<file path="src/rtl/alu_op_sequencer.sv">
// ============================================================================
//  Module      : alu_op_sequencer
//  Description : Command-issue stage in front of an 8-bit combinational ALU.
//                Registers operands/opcode on a valid/ready command handshake,
//                captures the ALU result one cycle later, and presents it
//                downstream on its own valid/ready handshake. An accumulator
//                holds the last result so commands can chain on it.
//  Revision    : 1.0 - initial release
// ============================================================================
`default_nettype none

module alu_op_sequencer #(
  parameter int                 DATA_W   = 8,
  parameter logic [DATA_W-1:0]  ACC_INIT = '0
) (
  input  logic              clk_i,
  input  logic              reset_i,
  // command side
  input  logic              cmd_valid_i,
  output logic              cmd_ready_o,
  input  logic [2:0]        cmd_op_i,
  input  logic [DATA_W-1:0] cmd_a_i,
  input  logic [DATA_W-1:0] cmd_b_i,
  input  logic              cmd_acc_i,
  input  logic              acc_clr_i,
  // ALU interface
  output logic [DATA_W-1:0] alu_a_o,
  output logic [DATA_W-1:0] alu_b_o,
  output logic [2:0]        alu_op_o,
  input  logic [DATA_W-1:0] alu_res_i,
  // result side
  output logic              res_valid_o,
  input  logic              res_ready_i,
  output logic [DATA_W-1:0] res_data_o,
  output logic [2:0]        res_op_o,
  output logic [DATA_W-1:0] acc_o
);

  typedef enum logic [1:0] {
    IDLE = 2'd0,
    EXEC = 2'd1,
    RESP = 2'd2
  } state_t;

  state_t            state;
  logic [DATA_W-1:0] acc;

  // Accumulator value as seen by a command on this edge: a simultaneous clear
  // takes effect before the operand is sampled.
  logic [DATA_W-1:0] acc_operand;
  assign acc_operand = acc_clr_i ? ACC_INIT : acc;

  // Single-process FSM: state, ALU operand registers, result registers and
  // accumulator; cmd_ready_o/res_valid_o are registered to track the state.
  always_ff @(posedge clk_i) begin
    if (reset_i) begin
      state       <= IDLE;
      cmd_ready_o <= 1'b1;
      res_valid_o <= 1'b0;
      res_data_o  <= '0;
      res_op_o    <= 3'b000;
      alu_a_o     <= '0;
      alu_b_o     <= '0;
      alu_op_o    <= 3'b000;
      acc         <= ACC_INIT;
    end else begin
      // A clear outside the EXEC edge always wins; EXEC overrides below.
      if (acc_clr_i) begin
        acc <= ACC_INIT;
      end

      case (state)
        IDLE: begin
          if (cmd_valid_i) begin
            alu_op_o    <= cmd_op_i;
            alu_b_o     <= cmd_b_i;
            alu_a_o     <= cmd_acc_i ? acc_operand : cmd_a_i;
            cmd_ready_o <= 1'b0;
            state       <= EXEC;
          end
        end

        EXEC: begin
          res_data_o  <= alu_res_i;
          res_op_o    <= alu_op_o;
          acc         <= acc_clr_i ? ACC_INIT : alu_res_i;
          res_valid_o <= 1'b1;
          state       <= RESP;
        end

        RESP: begin
          if (res_ready_i) begin
            res_valid_o <= 1'b0;
            cmd_ready_o <= 1'b1;
            state       <= IDLE;
          end
        end

        default: begin
          res_valid_o <= 1'b0;
          cmd_ready_o <= 1'b1;
          state       <= IDLE;
        end
      endcase
    end
  end

  assign acc_o = acc;

endmodule

`default_nettype wire

</file>
<file path="config.mk">
export PLATFORM = sky130hd
export DESIGN_NAME = alu_op_sequencer
export DESIGN_NICKNAME = d
export VERILOG_FILES = /design/src/rtl/alu_op_sequencer.sv
export SDC_FILE = /design/constraint.sdc
export NUM_CORES = 1
export LEC_CHECK = 0
export ABC_AREA = 1
export BUFFER_PORTS_ARGS = -buffer_cell sky130_fd_sc_hd__buf_4
export CELL_PAD_IN_SITES_DETAIL_PLACEMENT = 2
export CELL_PAD_IN_SITES_GLOBAL_PLACEMENT = 2
export CORE_ASPECT_RATIO = 1.1
export CORE_MARGIN = 2
export CORE_UTILIZATION = 24
export CTS_CLUSTER_DIAMETER = 50
export DETAILED_ROUTE_END_ITERATION = 10
export PLACE_DENSITY = 0.8
export SLEW_MARGIN = 10
export SYNTH_ARGS = -nofsm -noshare
export SYNTH_HDL_FRONTEND = slang
export SYNTH_SLANG_ARGS = --single-unit
</file>
<file path="constraint.sdc">
create_clock -name clk_i -period 1.38 [get_ports clk_i]
set_clock_uncertainty 0.2 [all_clocks]
set_input_delay 0.276 -clock clk_i [delete_from_list [all_inputs] [get_ports clk_i]]
set_output_delay 0.276 -clock clk_i [all_outputs]
set_load 0.03 [all_outputs]
</file>
Word level (Yosys, flattened, before mapping). Cells that the tools add are included.

Eq/ne operators: 4. Muxes and demuxes: 12. Bitwise logic cells: 2. Reductions and logical operators: 5.

Operators by type and width (number): two-way mux 8 bit (4); one-hot mux 1 bit (3 select lines) (2); one-hot mux 2 bit (3 select lines) (1); AND reduction 2 bit (3); two-way mux 2 bit (2); inequality test 2 bit (second input constant) (2); two-way mux 1 bit (3); AND reduction 3 bit (1); equality test 2 x 1 -> 1 bit (second input constant) (1); equality test 2 bit (second input constant) (1); zero test 2 bit (1); NOT 1 bit (2).

Bits in registers: 42. Bits of input ports: 33. Output and inout bits: 40.

Depth between registers and ports, before layout.
Word-level depth: 3. Mapped depth: 7.

Worst setup path before layout. No wires, ideal clock.

Path type: register to register. Start point: register state[1]. End point: register alu_b_o[6]. Library setup time: 0.112 ns. Arrival time: 0.904 ns. Slack: 0.164 ns. Cell stages (with the launch flop): 7. Buffers on the path: 2. Period minus slack after synthesis: 1.216 ns. Cells stage by stage: dfxtp_1 > nor2_1 > nand2_1 > buf_6 > clkbuf_8 > o21ai_2 > nor2_2.

Word-level cells in the longest chain between the ends: 2.

RTL lines: from (decl) (line 45) `state_t state;`; from (signal assigned) (line 57) `state <= IDLE;`; from (signal assigned) (line 79) `state <= EXEC;`; from (signal assigned) (line 88) `state <= RESP;`; zero test 2 bit (line 72) `case (state)`; AND reduction 2 bit (no line); to (signal assigned) (line 76) `alu_b_o <= cmd_b_i;`; to (decl) (line 28) `output logic [DATA_W-1:0] alu_b_o,`.

Every way passes these cells. A chain may end at the register's enable or synchronous reset.

Worst setup path after layout.
Start point: register acc[0], in the netlist acc_o[0]. End point: output port acc_o[0].

RTL lines: from (decl) (line 46) `logic [DATA_W-1:0] acc;`; from (signal assigned) (line 86) `acc <= acc_clr_i ? ACC_INIT : alu_res_i;`; to (decl) (line 36) `output logic [DATA_W-1:0] acc_o`.

No word-level cell between the ends.

==> results_dict.tcl <==
set metrics [dict create \
    status "complete, no violations" \
    ios 73 \
    die_w_um 83.0 \
    die_h_um 90.9 \
    yosysSeqAreaShare 0.510 \
    place_ws_ns 0.0852 \
    clkLatencyLatePin_ns 0.29 \
    clkTransAtPathRegs_ns 0.08 \
    final_cell_mix "74 x buf_4, 62 x nand2_1, 37 x nor2_1" \
    setup_viol 0 \
    first_global_vias 1767 \
    cts_tree "yes" \
    yosys.area.top_type "dfxtp_1" \
    clock-sinks 42 \
    synth_area_leaders "dfxtp_1 51%, nand2_1 14%, nor2_1 8.4%" \
    route.detailed.wl_per_inst_um 13.8 \
    p_leak_nw 1.13 \
    grt_use_met1 0.171 \
    ys_warn_count 0 \
    p_per_area_nw_per_um2 1180 \
    vias_per_cell 4.41 \
    max_freq_mhz 752 \
    first_pass_iters 3 \
    layout_commonest_cell "buf_4" \
    critPathBufInv 1 \
    rr_worst_depth 5 \
    top_usage_layer "met2" \
    dpl_cell_area_sq_um 2270 \
    finalCritPeriodShare 0.963 \
    syn-cell-area_sq_um 1650 \
    cts_made_buffers 5 \
    cp_slowest_stage_delay_ns 0.38 \
    relSlewSlack 0.809 \
    die_area_sq_um 7550 \
    endpoint_kind "output port" \
    grt_max_degree 30 \
    synthesis.nets 255 \
    layout-drive-gt1-share 0.355 \
    crit_path_start_kind "flop" \
    start_util 0.248 \
    synth_area_per_cell_sq_um 7.42 \
    crit_cells 1 \
    yosysUniqueCellTypes 17 \
    core_region_area_sq_um 6630 \
    dp_hpwl_um 3920 \
    crit_chain "buf_4" \
    cp_top_family "flip-flops" \
    worst_slack_ns 0.0510 \
    clock_path_buffers 2 \
    grt.total_usage 0.141 \
    grt-ovfl-total 0 \
    insertedDiodeCount 0 \
    wirelength_um 5210 \
    worstPathArrival_ns 0.85 \
    antenna_found_initial 0 \
    grt_pass1_wl_um 8570 \
    ant_nets 0 \
    critPathKind "reg2out" \
    fin_nets 328 \
    drt_iter0_drc 28 \
    num_vias 1666 \
    maxCapViolations 0 \
    maxSlewViolCount 0 \
    met2_usage 0.245 \
    clockRootBuffer "clkbuf_8" \
    cts_max_level 2 \
    post_cts_buffers 0 \
    area_growth_pct 44.4 \
    routabilityCongestion 0.717 \
    met3_usage 0.0366 \
    synth.top_cell.area_share 0.510 \
    synthCells 222 \
    ys_ff_latch 42 \
    nFillCells 783 \
    ir_drop_mv 0.453 \
    critPathMaxFanout 3 \
    holdPathStages 3 \
    finalHoldViolCount 0 \
    critPathSlowestCell "dfxtp_1" \
    io_buffers 72 \
    drc 0 \
    cp.required_ns 0.90 \
    finalInstanceArea_sq_um 2380 \
    max_slew.worst_pin.slew_ns 0.287 \
    min_period_ns 1.33 \
    hp-class "in2reg" \
    rows 31 \
]
-- flip-flops by register name, indices dropped and copies added (netlist names) --
register and flops:
res_data_o 8, acc_o 8, alu_b_o 8, state 2
alu_a_o 8, cmd_ready_o 1, res_op_o 3, alu_op_o 3
res_valid_o 1
-- cells in the mapped netlist --
cell type  number
clkbuf_8        1
nand3_1        10
buf_4           1
o21ai_0        14
nor2_1         37
buf_2           4
buf_12          1
dfxtp_1        42
clkinv_1        1
inv_6           1
a21oi_1        17
buf_6           1
inv_1          15
clkbuf_1        3
nand2_1        62
o21ai_2         1
nor2_2         11
-- through the flow --
step | utilization | std cells | hold WS (ns) | power, W | TNS [ns]
floorplan | - | 222 | 0.209 | 0.00175 | 0
global placement | 0.342 | 370 | 0.233 | 0.00198 | 0
detailed placement | 0.342 | 370 | 0.269 | 0.00200 | 0
CTS | 0.357 | 378 | 0.00872 | 0.00286 | 0
global route | 0.359 | 378 | 0.0121 | 0.00297 | -0.0137
finish | 0.359 | 378 | 0.0145 | 0.00281 | 0
-- kinds of logic after synthesis --
kind of cell    share of synthesized area
buf+inv                            0.0926
flops                               0.510
simple gates                        0.298
compound gates                     0.0995
-- final cells by class --
class / count / area (sq um) / share of cell area
Multi-Input combinational cell: 152 / 654 / 0.275
Tap cell: 82 / 103 / 0.0431
Inverter: 17 / 68.8 / 0.0289
Sequential cell: 42 / 848 / 0.356
Clock buffer: 6 / 82.6 / 0.0347
Clock inverter: 2 / 12.5 / 0.00526
Timing Repair Buffer: 77 / 611 / 0.257
-- path summary, 6_finish.rpt --
check | start | to | slack (ns)
worst min register to register | res_data_o[2] | res_data_o[2] | 0.27
worst max register to register | state[0] | acc_o[7] | 0.10
worst max-delay path | acc_o[0] | acc_o[0] | 0.05
worst min-delay path | cmd_b_i[6] | alu_b_o[6] | 0.01
-- worst reg2reg max path, stage by stage (launching register included) --
cell and delay, ns:
dfxtp_1 0.38, nand2_1 0.13, inv_2 0.14, buf_12 0.13, nand2_1 0.07, a21oi_1 0.16
-- power by group --
part	total, W	switching, W	internal, W
clock	0.000842	0.000440	0.000403
sequential	0.00135	0.0000542	0.00129
combinational	0.000622	0.000370	0.000253
total	0.00281	0.000863	0.00195
-- routing by layer --
metal / wire (um) / part of all wire
met1: 2190 / 0.42
met2: 2710 / 0.52
met3: 244 / 0.047
met4: 64 / 0.012
met5: 0 / 0
-- repair_timing --
item	in CTS	in global routing
hold buffers	0	0
resized for setup	0	10
endpoints found under the setup margin	0	15
Power figures use the tool's default switching activity.
